### src/rtl/b_bus_seq_mux.sv
// b_bus_seq_mux: registered bus multiplexer with single-transfer and
// incrementing-burst sources, valid/ready backpressure and error pulses.
// Optional feature macro: BBUS_PARITY_EN adds a registered even-parity
// bit aligned with bus_out; without it bus_par is tied low.
module b_bus_seq_mux #(
   parameter int DATA_W = 32,
   parameter int NSRC   = 20,
   parameter int SEL_W  = 5,
   parameter int LEN_W  = 4
) (
   input  logic                   clk,
   input  logic                   rst,
   input  logic [NSRC*DATA_W-1:0] src,
   input  logic [SEL_W-1:0]       sel,
   input  logic                   sel_valid,
   input  logic                   burst_start,
   input  logic [SEL_W-1:0]       burst_base,
   input  logic [LEN_W-1:0]       burst_len,
   input  logic                   bus_ready,
   output logic [DATA_W-1:0]      bus_out,
   output logic                   bus_valid,
   output logic                   bus_par,
   output logic                   busy,
   output logic                   burst_done,
   output logic                   err
);

   typedef enum logic {
      ST_IDLE  = 1'b0,
      ST_BURST = 1'b1
   } state_t;

   localparam logic [SEL_W:0] NSRC_C = (SEL_W+1)'(NSRC);
   localparam logic [SEL_W:0] LAST_C = (SEL_W+1)'(NSRC - 1);

   state_t              state_q, state_d;
   logic [SEL_W-1:0]    ptr_q, ptr_d;
   logic [LEN_W-1:0]    rem_q, rem_d;
   logic [DATA_W-1:0]   bus_out_q, bus_out_d;
   logic                bus_valid_q, bus_valid_d;
   logic                burst_done_q, burst_done_d;
   logic                err_q, err_d;

   logic                ld;
   logic                do_load;
   logic                err_req;
   logic                idx_bad;
   logic [SEL_W-1:0]    load_idx;
   logic [DATA_W-1:0]   load_word;

   // Out-of-range indices match no source and therefore select zero.
   function automatic logic [DATA_W-1:0] pick(input logic [NSRC*DATA_W-1:0] s,
                                              input logic [SEL_W-1:0]       idx);
      logic [DATA_W-1:0] w;
      w = '0;
      for (int n = 0; n < NSRC; n++) begin
         if (idx == SEL_W'(n)) w = s[n*DATA_W +: DATA_W];
      end
      return w;
   endfunction

   // Pointer increment wrapping from the last source back to source 0.
   function automatic logic [SEL_W-1:0] ptr_inc(input logic [SEL_W-1:0] p);
      if ({1'b0, p} >= LAST_C) return '0;
      return p + SEL_W'(1);
   endfunction

   assign ld   = !bus_valid_q | bus_ready;
   assign busy = (state_q == ST_BURST) | !ld;

   // Control: request arbitration, burst sequencing and next-state logic.
   always_comb begin
      // NOTE: every signal gets a default first so no path leaves it unassigned (no latches).
      state_d      = state_q;
      ptr_d        = ptr_q;
      rem_d        = rem_q;
      bus_valid_d  = bus_valid_q;
      burst_done_d = 1'b0;
      err_req      = 1'b0;
      do_load      = 1'b0;
      load_idx     = '0;
      if (ld) begin
         unique case (state_q)
            ST_BURST: begin
               do_load  = 1'b1;
               load_idx = ptr_q;
               ptr_d    = ptr_inc(ptr_q);
               rem_d    = rem_q - LEN_W'(1);
               if (rem_q == LEN_W'(1)) begin
                  state_d      = ST_IDLE;
                  burst_done_d = 1'b1;
               end
            end
            default: begin
               if (burst_start) begin
                  if (burst_len == '0) begin
                     err_req     = 1'b1;
                     bus_valid_d = 1'b0;
                  end else begin
                     do_load  = 1'b1;
                     load_idx = burst_base;
                     ptr_d    = ptr_inc(burst_base);
                     rem_d    = burst_len - LEN_W'(1);
                     if (burst_len == LEN_W'(1)) burst_done_d = 1'b1;
                     else                        state_d      = ST_BURST;
                  end
               end else if (sel_valid) begin
                  do_load  = 1'b1;
                  load_idx = sel;
               end else begin
                  bus_valid_d = 1'b0;
               end
            end
         endcase
      end
      if (do_load) bus_valid_d = 1'b1;
   end

   // Datapath: source selection, range check and bus word update.
   always_comb begin
      idx_bad   = ({1'b0, load_idx} >= NSRC_C);
      load_word = pick(src, load_idx);
      bus_out_d = do_load ? load_word : bus_out_q;
      err_d     = err_req | (do_load & idx_bad);
   end

   // State and output registers with synchronous reset.
   always_ff @(posedge clk) begin
      // NOTE: sequential state uses non-blocking assignments so all flops update together.
      if (rst) begin
         state_q      <= ST_IDLE;
         ptr_q        <= '0;
         rem_q        <= '0;
         bus_out_q    <= '0;
         bus_valid_q  <= 1'b0;
         burst_done_q <= 1'b0;
         err_q        <= 1'b0;
      end else begin
         state_q      <= state_d;
         ptr_q        <= ptr_d;
         rem_q        <= rem_d;
         bus_out_q    <= bus_out_d;
         bus_valid_q  <= bus_valid_d;
         burst_done_q <= burst_done_d;
         err_q        <= err_d;
      end
   end

`ifdef BBUS_PARITY_EN
   logic bus_par_q, bus_par_d;

   // Parity of the word being loaded, held alongside bus_out.
   always_comb begin
      bus_par_d = do_load ? ^load_word : bus_par_q;
   end

   // Parity register, cleared with the rest of the outputs.
   always_ff @(posedge clk) begin
      if (rst) bus_par_q <= 1'b0;
      else     bus_par_q <= bus_par_d;
   end

   assign bus_par = bus_par_q;
`else
   assign bus_par = 1'b0;
`endif

   assign bus_out    = bus_out_q;
   assign bus_valid  = bus_valid_q;
   assign burst_done = burst_done_q;
   assign err        = err_q;

endmodule
### config.mk
export PLATFORM = sky130hd
export DESIGN_NAME = b_bus_seq_mux
export DESIGN_NICKNAME = d
export VERILOG_FILES = /design/src/rtl/b_bus_seq_mux.sv
export SDC_FILE = /design/constraint.sdc
export NUM_CORES = 1
export LEC_CHECK = 0
export ABC_AREA = 0
export CORE_AREA = 10 10 266 268
export DETAILED_ROUTE_END_ITERATION = 6
export DIE_AREA = 0 0 276 278
export DONT_BUFFER_PORTS = 1
export HOLD_SLACK_MARGIN = 0.05
export SYNTH_ARGS = -nofsm -noshare
export SYNTH_HDL_FRONTEND = slang
export SYNTH_SLANG_ARGS = --single-unit
### constraint.sdc
create_clock -name clk -period 5.1 [get_ports clk]
set_clock_uncertainty 0.15 [all_clocks]
set_input_delay 0.51 -clock clk [delete_from_list [all_inputs] [get_ports clk]]
set_output_delay 0.51 -clock clk [all_outputs]
set_load 0.01 [all_outputs]
# Word-level counts from Yosys, hierarchy flattened
# Cells that the tools add are included.
classes:
  n_addsub: 4
  n_mul: 0
  div: 0
  order_cmp: 3
  eq_ne: 25
  shifts: 0
  mux: 68
  n_bitwise: 5
  reduce_logical: 9
ops:
  columns: ["operator", "n"]
  rows:
  - ["$mux 32", 20]
  - ["$mux 5", 12]
  - ["$eq 5x4->1 const B", 8]
  - ["$mux 1", 33]
  - ["$eq 5x3->1 const B", 4]
  - ["$eq 5x5->1 const B", 4]
  - ["$ge 5x5->1 const B", 3]
  - ["$mux 4", 3]
  - ["$add 5x1->5 const B", 2]
  - ["$eq 5x2->1 const B", 2]
  - ["$eq 4x1->1 const B", 2]
  - ["$sub 4x1->4 const B", 2]
  - ["$ne 3x1->1 const B", 2]
  - ["$eq 5x1->1 const B", 1]
  - ["$logic_not 5->1", 1]
  - ["$logic_not 4->1", 1]
  - ["$reduce_and 4->1", 1]
  - ["$reduce_bool 2->1", 2]
  - ["$or 1x1->1", 3]
  - ["$reduce_and 3->1", 1]
  - ["$logic_not 1->1", 2]
  - ["$ne 2x1->1 const B", 1]
  - ["$ne 2x2->1 const B", 1]
  - ["$reduce_or 2->1", 1]
  - ["other kinds (2)", 2]
totals:
  regBits: 45
  latchBits: 0
  mem_bits_rw: 0
  rom_bits: 0
  in_bits: 659
  out_inout_bits: 37
  memories: 0

# Longest topological paths before layout
depth:
  ltp_word: 26
  mapped_depth: 15

# Worst setup path after synthesis
# Ideal clock, no wire load.
synth_timing:
  kind: "input port to flip-flop"
  startpoint: "input burst_len[0]"
  endpoint: "register bus_out_q[3] (netlist: bus_out[3])"
  setup_time_ns: 0.122
  arrival_time_ns: 3.056
  required_time_ns: 4.828
  path_slack_ns: 1.772
  stages: 12
  cell_sequence: "inv_1 ha_1 or3b_1 buf_4 a311o_1 a2111oi_4 and2_4 buf_6 a41oi_1 a22o_1 a211oi_1 a21oi_1"
synth_via:
  elab_chain_len: 26
  word_cells_on_any_way: 49
  classes_between: "eq/ne (19); mux (28); reduce/logical (2)"
synth_rtl:
  columns: ["element", "line", "rtl"]
  rows:
  - ["start, declared", "18", "input logic [LEN_W-1:0] burst_len,"]
  - ["$logic_not 4->1 *", "96", "if (burst_len == '0) begin"]
  - ["$mux 5", "96", null]
  - ["$mux 5", "95", "if (burst_start) begin"]
  - ["$mux 5", "83", "unique case (state_q)"]
  - ["$mux 5", "82", "if (ld) begin"]
  - ["$logic_not 5->1", "57", "if (idx == SEL_W'(n)) w = s[n*DATA_W +: DATA_W];"]
  - ["$mux 32 (20 in series)", "57", null]
  - ["end signal, assigned", "142", "bus_out_q <= bus_out_d;"]
  - ["end, declared", "39", "logic [DATA_W-1:0] bus_out_q, bus_out_d;"]
# Mark *: on every way between the ends. The rest lies on a longest branch, timed or not.
# A chain may end at the register's enable or synchronous reset.

# Worst setup path after layout
layout_timing:
  startpoint: "input burst_len[0]"
  endpoint: "register bus_out_q[1] (netlist: bus_out[1])"
# The elaborated chain is that of the path after synthesis.

==> run metrics <==
FF+latch count, synth 45; RePlAce Congestion ~0.9; final net count between 1500 and 2000; final setup fails 0; Hold Crit Class primary input to flop; routed len/inst between 40 and 50 um; Die Wd between 200 and 300 um; final wirelength 101000 um; YS warnings 0; Async SR Flop Fraction 0%; worst path arrival time around 4.9 ns; global route overflow 0; Sink Count 45; hold_ws 0.111 ns; hold path start rst; critical path peak fanout 12; vias between 10000 and 15000; vias per cell roughly 5.6; crit path time final around 4.8 ns; Antenna Violating Nets Remaining 0; TritonRoute pass-1 iters 7; final instance area around 10000 sq um; post_cts resized 0; Synth Instances roughly 1200; Synth top cells by count nand2_1, nor2_1, o21ai_0; Crit. End Element flop; Final Slew Violations 0; total core area 65400 sq um; H-tree Lvls 2; Fmax 208 MHz; Mapped Nets between 1500 and 2000; Post-synth top flop dfxtp_1; worst vdd ir 0.142 mV; P_leak about 3.3 nW; PD cells 275 nW/um^2; largest cells by area after synthesis dfxtp_1, nand2_1, o21ai_0; clock latency on the worst-skew pair roughly 0.34 ns; outcome complete, no violations; Synth cell types slightly below 90; register area share after synthesis 11.1%; max_cap viols 0; hold-fix buffer count after cts 0; DR iter-0 viols 1449; Setup TNS Final 0 ns; # Post-CTS Setup Buffers 0; DR DRC count 0; Avg Cell Area, Syn 6.56 sq um; row count 94; slowest CP cell a211oi_4; cell area after synthesis just over 8000 sq um; Slew HR 28.7%; die area 76700 sq um; Starting Density 12.4%; Area growth syn-to-layout 23.5%; cell with the most instances after synthesis nand2_1; critical path startpoint burst_len[0]; RSZ-0062 raised after global routing false; Final Hold Viols 0; # IOs 696; Yosys top cell by area dfxtp_1; Critical Path, Cell by Cell inv_1 -> ha_1 -> or3b_1 -> a311o_1 -> a211oi_4 -> nand3_1 -> o221ai_1 -> o21ai_0 -> a221o_1; Die Span Y around 280 um; critical path class primary input to flop; # port buffers 0; startpoint class of the critical path primary input; Req. time, crit path roughly 5.2 ns; Num CTS Buffers 5; Layout Utilization between 10% and 20%; initial antenna violation count 67; vias in the first global route between 10000 and 15000; deepest clock path buffer count 2; Slew @ Worst Pin ~1.1 ns; EDFF count, synth 0; first-pass GRT wire length about 130000 um; Total GRT Usage 24.7%; CTS root buf clkbuf_16; final worst-path setup slack 0.301 ns; clk slew on worst S/H paths about 0.11 ns; placed inst area 9790 sq um; Tcrit/Tclk final between 90% and 100%; crit-path max cell delay between 0.9 and 1 ns; largest net degree at the start of global routing 27; Synth top area share between 10% and 20%; RR Startpoint bus_valid; share of layout cells above drive strength 1 16.5%; Place WS -0.0803 ns; DPL Wire Length just under 90000 um; CTS tree built
[cells by family (layout without fill, tap and decap cells)]
group | after synthesis | in the layout | share of synthesized area [%]
xor gates and xnor gates | 5 | 5 | 0.540
muxes | 26 | 26 | 3.53
DFF | 45 | 45 | 11.1
buffers and inverters | 123 | 157 | 7.36
and+or+nand+nor | 477 | 477 | 28.0
other | 1 | 32 | 0.0462
adders and majority gates | 6 | 6 | 0.926
AOI/OAI and AO/OA | 553 | 553 | 48.5
[critical path: cells and delay by family]
kind            cells  cell delay, ns
compound gates      5            2.83
fa+ha+maj           1            0.18
buf+inv             1            0.06
simple gates        2            1.31
[metrics by stage]
stage	total power, mW	cells
after global placement	2.32	2125
after detailed placement	2.32	2126
after floorplan	1.39	1236
after CTS	2.77	2134
after global routing	2.88	2147
final	2.76	2165
[flip-flops by register name (all words and copies together), names as in the netlist]
name        flops
bus_out        32
burst_done      1
state_q         1
rem_q           4
err             1
ptr_q           5
bus_valid       1
[cell type report]
cell class,instances,area (sq um)
clock inverter,3,25.0
tap,864,1080
antenna,31,77.6
clock buffer,5,125
inverter,16,60.1
sequential,45,901
fill,7736,55400
multi-input combinational,1068,6740
timing repair buffer,133,1010
[final timing paths]
check,to,slack (ns),cells past startpoint
hold / removal,bus_out[7],0.11,1
setup reg to reg,bus_out[7],0.53,9
hold reg to reg,rem_q[1],0.33,2
setup / recovery,bus_out[1],0.30,9
[layer usage]
| metal | up-vias | wire length [um] | global-route usage, % |
|---|---|---|---|
| li1 | 4945 | - | - |
| met1 | 5932 | 37600 | 27.5 |
| met2 | 971 | 48800 | 42.4 |
| met3 | 178 | 11900 | 11.4 |
| met4 | 56 | 2060 | 5.04 |
| met5 | - | 379 | 0 |
[where the power goes]
part	switching (mW)	total [mW]	internal [mW]	leakage, nW
combinational	1.24	1.80	0.556	2.84
sequential	0.113	0.526	0.414	0.371
clock	0.245	0.433	0.188	0.0706
total	1.60	2.76	1.16	3.29
[placed cells by master (no fill, tap or decap), drive strengths merged, types with 11 or more instances in the layout]
cell	instances
a21oi	91
a211oi	42
nand2	175
inv	16
o22ai	55
a31oi	35
buf	133
o21ai	115
a22o	21
a2bb2oi	14
nor2	126
o211ai	19
nand3	63
o221ai	14
nor3	31
diode	31
a2111oi	12
a32oi	12
a22oi	30
o2111ai	12
or3	16
dfxtp	45
mux2i	14
mux2	11
nand4	14
(Power assumes the default switching activity.)
